==> src/rtl/asic_freq_counter_pkg.sv <==
// ============================================================================
// Module  : asic_freq_pkg
// Brief   : Shared constants and types for the gated frequency counter.
// Revision: 1.0 - initial release
// ============================================================================
`default_nettype none

package asic_freq_pkg;

    localparam logic [1:0] ADDR_WINDOW = 2'd0;
    localparam logic [1:0] ADDR_COUNT  = 2'd1;
    localparam logic [1:0] ADDR_STATUS = 2'd2;

    typedef enum logic [1:0] {
        IDLE = 2'd0,
        W0   = 2'd1,
        W1   = 2'd2,
        W2   = 2'd3
    } burst_state_t;

endpackage

`default_nettype wire

==> src/rtl/asic_freq_counter_if.sv <==
// ============================================================================
// Module  : asic_freq_counter_if
// Brief   : Measurement control and result write-out bundle.
// Revision: 1.0 - initial release
// ============================================================================
`default_nettype none

interface asic_freq_counter_if #(
    parameter int CNT_W = 32
);
    logic             enable;
    logic             sig_in;
    logic             strobe;
    logic [1:0]       addr;
    logic [CNT_W-1:0] value;
    logic [CNT_W-1:0] oc;
    logic             busy;

    modport master (
        input  enable, sig_in,
        output strobe, addr, value, oc, busy
    );

    modport slave (
        output enable, sig_in,
        input  strobe, addr, value, oc, busy
    );
endinterface

`default_nettype wire

==> src/rtl/asic_freq_sync_edge.sv <==
// ============================================================================
// Module  : asic_freq_sync_edge
// Brief   : 2-FF synchronizer plus rising-edge detector, 1-cycle pulse out.
// Revision: 1.0 - initial release
// ============================================================================
`default_nettype none

module asic_freq_sync_edge (
    input  wire logic clk,
    input  wire logic resetb,
    input  wire logic i_async,
    output logic      o_pulse
);

    logic r_meta;
    logic r_sync;
    logic r_prev;

    always_ff @(posedge clk) begin
        if (!resetb) begin
            r_meta <= 1'b0;
            r_sync <= 1'b0;
            r_prev <= 1'b0;
        end else begin
            r_meta <= i_async;
            r_sync <= r_meta;
            r_prev <= r_sync;
        end
    end

    assign o_pulse = r_sync & ~r_prev;

endmodule

`default_nettype wire

==> src/rtl/asic_freq_counter.sv <==
// ============================================================================
// Module  : asic_freq_counter
// Brief   : Gated edge counter with a 3-word result burst per window.
//           Optional input prescaler enabled by macro INPUT_PRESCALE_EN.
// Revision: 1.0 - initial release
// ============================================================================
`default_nettype none

module asic_freq_counter
    import asic_freq_pkg::*;
#(
    parameter int GATE_CYCLES = 1000,
    parameter int CNT_W       = 32,
    parameter int PRESCALE    = 8
) (
    input  wire logic            clk,
    input  wire logic            resetb,
    asic_freq_counter_if.master  bus
);

    localparam int GATE_W = $clog2(GATE_CYCLES);
    localparam logic [GATE_W-1:0] c_gate_last = GATE_W'(GATE_CYCLES - 1);

    if (GATE_CYCLES < 4) begin : g_bad_gate
        $error("GATE_CYCLES must be at least 4");
    end
    if (PRESCALE < 1) begin : g_bad_prescale
        $error("PRESCALE must be at least 1");
    end

    logic w_edge;
    logic w_inc;

    asic_freq_sync_edge u_sync_edge (
        .clk     (clk),
        .resetb  (resetb),
        .i_async (bus.sig_in),
        .o_pulse (w_edge)
    );

`ifdef INPUT_PRESCALE_EN
    localparam int PRE_W = (PRESCALE > 1) ? $clog2(PRESCALE) : 1;
    localparam logic [PRE_W-1:0] c_pre_last = PRE_W'(PRESCALE - 1);

    logic [PRE_W-1:0] r_pre;

    // Residue deliberately survives window boundaries.
    always_ff @(posedge clk) begin
        if (!resetb || !bus.enable) begin
            r_pre <= '0;
        end else if (w_edge) begin
            r_pre <= (r_pre == c_pre_last) ? '0 : r_pre + 1'b1;
        end
    end

    assign w_inc = w_edge && (r_pre == c_pre_last);
`else
    assign w_inc = w_edge;
`endif

    logic [GATE_W-1:0] r_gate;
    logic [CNT_W-1:0]  r_oc;
    logic              r_ovf;
    logic              r_busy;
    logic [CNT_W-1:0]  r_win;
    logic [CNT_W-1:0]  r_res_cnt;
    logic              r_res_ovf;

    logic              w_oc_full;
    logic [CNT_W-1:0]  w_oc_next;
    logic              w_ovf_next;
    logic              w_win_end;

    always_comb begin
        w_oc_full  = &r_oc;
        w_oc_next  = (w_inc && !w_oc_full) ? r_oc + 1'b1 : r_oc;
        w_ovf_next = r_ovf | (w_inc & w_oc_full);
        w_win_end  = bus.enable && (r_gate == c_gate_last);
    end

    always_ff @(posedge clk) begin
        if (!resetb) begin
            r_gate    <= '0;
            r_oc      <= '0;
            r_ovf     <= 1'b0;
            r_busy    <= 1'b0;
            r_win     <= '0;
            r_res_cnt <= '0;
            r_res_ovf <= 1'b0;
        end else if (!bus.enable) begin
            r_gate <= '0;
            r_oc   <= '0;
            r_ovf  <= 1'b0;
            r_busy <= 1'b0;
        end else begin
            r_busy <= 1'b1;
            if (w_win_end) begin
                // The edge seen on the closing cycle belongs to this window.
                r_gate    <= '0;
                r_oc      <= '0;
                r_ovf     <= 1'b0;
                r_win     <= r_win + 1'b1;
                r_res_cnt <= w_oc_next;
                r_res_ovf <= w_ovf_next;
            end else begin
                r_gate <= r_gate + 1'b1;
                r_oc   <= w_oc_next;
                r_ovf  <= w_ovf_next;
            end
        end
    end

    burst_state_t     r_state;
    logic             r_strobe;
    logic [1:0]       r_addr;
    logic [CNT_W-1:0] r_value;

    // Burst runs independently of enable so a started burst always completes.
    always_ff @(posedge clk) begin
        if (!resetb) begin
            r_state  <= IDLE;
            r_strobe <= 1'b0;
            r_addr   <= ADDR_WINDOW;
            r_value  <= '0;
        end else begin
            case (r_state)
                W0: begin
                    r_state  <= W1;
                    r_strobe <= 1'b1;
                    r_addr   <= ADDR_COUNT;
                    r_value  <= r_res_cnt;
                end
                W1: begin
                    r_state  <= W2;
                    r_strobe <= 1'b1;
                    r_addr   <= ADDR_STATUS;
                    r_value  <= {{(CNT_W-1){1'b0}}, r_res_ovf};
                end
                default: begin
                    if (w_win_end) begin
                        r_state  <= W0;
                        r_strobe <= 1'b1;
                        r_addr   <= ADDR_WINDOW;
                        r_value  <= r_win + 1'b1;
                    end else begin
                        r_state  <= IDLE;
                        r_strobe <= 1'b0;
                    end
                end
            endcase
        end
    end

    assign bus.strobe = r_strobe;
    assign bus.addr   = r_addr;
    assign bus.value  = r_value;
    assign bus.oc     = r_oc;
    assign bus.busy   = r_busy;

endmodule

`default_nettype wire

==> src/flat_wrapper.sv <==
// flat-port wrapper written by rule: the top's interface ports become plain ports
module asic_freq_counter_flat import asic_freq_pkg::*;
#(
    parameter int GATE_CYCLES = 1000,
    parameter int CNT_W       = 32,
    parameter int PRESCALE    = 8
)
  (clk, resetb, bus_enable, bus_sig_in, bus_strobe, bus_addr, bus_value, bus_oc, bus_busy);
  asic_freq_counter_if #(.CNT_W(CNT_W)) bus_i ();
  input  wire logic clk;
  input  wire logic resetb;
  input wire logic [$bits(bus_i.enable)-1:0] bus_enable;
  input wire logic [$bits(bus_i.sig_in)-1:0] bus_sig_in;
  output wire logic [$bits(bus_i.strobe)-1:0] bus_strobe;
  output wire logic [$bits(bus_i.addr)-1:0] bus_addr;
  output wire logic [$bits(bus_i.value)-1:0] bus_value;
  output wire logic [$bits(bus_i.oc)-1:0] bus_oc;
  output wire logic [$bits(bus_i.busy)-1:0] bus_busy;
  assign bus_i.enable = bus_enable;
  assign bus_i.sig_in = bus_sig_in;
  assign bus_strobe = bus_i.strobe;
  assign bus_addr = bus_i.addr;
  assign bus_value = bus_i.value;
  assign bus_oc = bus_i.oc;
  assign bus_busy = bus_i.busy;
  asic_freq_counter #(.GATE_CYCLES(GATE_CYCLES), .CNT_W(CNT_W), .PRESCALE(PRESCALE)) u_core (.clk(clk), .resetb(resetb), .bus(bus_i));
endmodule
==> config.mk <==
export PLATFORM = sky130hd
export DESIGN_NAME = asic_freq_counter_flat
export DESIGN_NICKNAME = d
export VERILOG_FILES = /design/src/rtl/asic_freq_counter_pkg.sv /design/src/rtl/asic_freq_counter_if.sv /design/src/rtl/asic_freq_sync_edge.sv /design/src/rtl/asic_freq_counter.sv /design/src/flat_wrapper.sv
export SDC_FILE = /design/constraint.sdc
export NUM_CORES = 1
export LEC_CHECK = 0
export ABC_AREA = 1
export CORE_ASPECT_RATIO = 1.5
export CORE_MARGIN = 2
export CORE_UTILIZATION = 60
export CTS_CLUSTER_SIZE = 40
export DETAILED_ROUTE_END_ITERATION = 6
export PLACE_DENSITY = 0.83
export SLEW_MARGIN = 25
export SYNTH_ARGS = -nofsm -noshare
export SYNTH_HDL_FRONTEND = slang
export SYNTH_SLANG_ARGS = --single-unit
==> constraint.sdc <==
create_clock -name clk -period 4.55 [get_ports clk]
set_input_delay 1.1375 -clock clk [delete_from_list [all_inputs] [get_ports clk]]
set_output_delay 1.1375 -clock clk [all_outputs]
set_load 0.05 [all_outputs]
==> impl_metrics.ini <==
[timing]
slew_headroom_pct = 54.4
tns_ps = 0
fin_worst_skew_ps = 9.78
finalSetupViolCount = 0
slew_violations = 0
hold_viol = 0
rsz0062_at_grt = false
tightest_slew_ps = 681
max_freq_ghz = 0.329
fin_crit_ps = 3040
fin_crit_sh_pct = 66.8
hold_ws_ps = 462

[grt]
antenna_found_initial = 0
grt.total_usage_pct = 32.2
grt_pass1_wl_um = 34100
overflow = 0
grt_start_max_net_pins = 57
first_global_vias = 7168

[synthesis]
ys.flop_type = dfxtp_1
ys_seq_area_share_pct = 39.2
avgSynthCellArea_um2 = 6.48
synth_warnings = 0
synth-seq-cells = 149
synth_top_cell_area_share_pct = 39.2
async_flop_share_pct = 0
synth_top_cell_by_area = dfxtp_1
synth-edff-count = 0
synthCells = 1173
syn_area_um2 = 7600
synth.distinct_cells = 38
synthTopCellsByArea = dfxtp_1, nand2_1, nor2_1
syn_nets = 1184

[worst_setup_path]
slowest_delay_ps = 670
path_class = in -> reg
path_delay_family = buffers and inverters
worst_ep_arrival_time_ps = 3400
path_buf_inv = 3
path_depth = 8
start_kind = primary input
crit_path_top_delay_cell = inv_2
critical_path.max_fanout = 37
ff2ff_path_depth = 12
path_cells = clkdlybuf4s50_1 -> nand2_1 -> nor3_2 -> nand3_2 -> inv_2 -> o21ai_0 -> o21bai_1 -> inv_1
critPathRequiredTime_ps = 4910
crit_path_end_kind = register

[detailed_routing]
finalWirelength_um = 21100
first_pass_iters = 5
drc = 0
wl_per_cell_um = 15.1
routed_via_density = 5.49
drt_iter0_markers = 395
vias = 7709
ant_nets = 0

[cts]
insertion_delay_ps = 420
ctsHoldBuffers = 0
post_cts_buffers = 0
root_buffer = clkbuf_16
htreeDepth = 4
cts.sinks = 149
ctsResizeCount = 0
clock_path_buffers = 2
cts_made_buffers = 17
cts_tree = yes
clk_pin_slew_ps = 60

[min_path]
worstHoldPathCells = 2
hold_class = reg -> reg

[layout]
n_antenna_cell = 0
utilization_pct = 72.3
syn2layout_area_growth_pct = 18.3
final_cells = 1404
drive_above_1_share_pct = 5.69
fin_nets = 1246

[floorplanning]
die_h_um = 142
core_area_um2 = 12400
num_io_pins = 72
initial_core_util_pct = 61.1
die_area_um2 = 13600
fp.dieW_um = 95.9
num_rows = 50

[placed_design]
port_buffers = 71
place.gp.congestion = 1.02
placedCellCount = 1372
place.detailed.hpwl_um = 14900

[job]
maxCapViolations = 0

[power]
p_leak_nw = 3.67
pwr-share-clk_pct = 48.4
combPwrFrac_pct = 6.1
total_power_w = 0.00292
swShare_pct = 25.0
p_sw_w = 0.000729
power.internal_w = 0.00219
power.density_nw_per_um2 = 324
irDropWorstVdd_mv = 0.241
seq_power_share_pct = 45.5

[status]
status = finished clean
[placed cells by master, fill, tap and decap left out, drive strengths merged, types with 2 or more instances in the layout]
cell,instances
nand2,379
nor2,156
dfxtp,149
inv,142
nand3,94
a21oi,84
clkdlybuf4s50,70
o21ai,44
o21a,28
clkbuf,19
xor2,14
buf,11
nand4,10
xnor2,7
ha,7
nor3,7
o211ai,5
clkinv,5
a31oi,3
or2,2
o21bai,2
nand3b,2
bufinv,2
clkinvlp,2
[stage by stage]
| step | cell area (um^2) | setup WS, ps |
|---|---|---|
| global placement | 8410 | 1220 |
| detailed placement | 8410 | 1140 |
| finish | 9000 | 1510 |
| CTS | 9000 | 1540 |
| global route | 9000 | 1220 |
| floorplan | 7600 | 2290 |
[path summary, 6_finish.rpt]
kind                                   from                   endpoint  slack [ps]
setup / recovery                 bus_enable           u_core.r_win[18]        1510
hold / removal    u_core.u_sync_edge.r_sync  u_core.u_sync_edge.r_prev         460
setup reg to reg           u_core.bus.oc[0]        u_core.r_res_cnt[9]        2070
hold reg to reg   u_core.u_sync_edge.r_sync  u_core.u_sync_edge.r_prev         460
[layout make-up]
type	count	area, um^2
clock buffers	19	443
clock inverters	13	146
fillers	1028	3450
inverters	138	518
multi-input cells	848	3930
flip-flops and latches	149	2980
well taps	156	195
repair buffers	81	781
[cell usage after synthesis (2+ instances only)]
library cell / count
or2_2: 2
nor2_2: 4
o21a_1: 28
xnor2_1: 7
ha_1: 7
inv_2: 5
xor2_1: 14
nand3b_1: 2
nor2_4: 2
nor3_1: 6
buf_2: 7
o21bai_1: 2
nor2_1: 149
dfxtp_1: 149
buf_1: 7
nand2_4: 2
nand2_2: 10
inv_1: 132
a21oi_1: 84
nand4_1: 10
clkbuf_1: 22
o21ai_0: 37
nand3_1: 92
nand2_1: 367
o211ai_1: 5
o21ai_1: 7
a31oi_1: 3
[cell families after synthesis]
kind of cell    synth area share (%)
xor+xnor                        2.42
flops                           39.2
buf+inv                         9.05
fa+ha+maj                       1.15
simple gates                    35.8
compound gates                  12.4
[layer usage]
layer	GRT usage, %	up-vias	part of all wire [%]
met1	36.4	3526	38
met5	0	-	0
met2	56.8	282	51
met3	5.05	72	5.6
li1	-	3829	-
met4	17.3	0	4.8
[worst reg2reg max path: stages, from the launching register on]
cell and delay, ps:
dfxtp_1 420, ha_1 270, inv_1 90, nor2_4 150, nand2_4 100, nor2_8 190, nand2_4 90, nand2_2 380
inv_2 280, nand2_1 160, nand3_1 120, nand2_1 100, inv_1 40
[power groups by stage]
stage / combinational (W) / sequential (W) / clock, W
global route: 0.000191 / 0.00133 / 0.00147
global placement: 0.000176 / 0.00136 / 0
floorplan: 0.0000946 / 0.00138 / 0
finish: 0.000178 / 0.00133 / 0.00141
CTS: 0.000178 / 0.00133 / 0.00142
detailed placement: 0.000177 / 0.00136 / 0
[flip-flops by register name (all words and copies together), names as in the netlist]
name and count:
u_core.bus.oc 32, u_core.bus.value 32, u_core.r_res_cnt 32, u_core.r_win 32
u_core.r_gate 10, u_core.bus.addr 2, u_core.r_state 2, u_core.bus.busy 1
u_core.bus.strobe 1, u_core.r_ovf 1, u_core.r_res_ovf 1, u_core.u_sync_edge.r_meta 1
u_core.u_sync_edge.r_prev 1, u_core.u_sync_edge.r_sync 1
No activity file was read; power rests on OpenSTA's default activity.
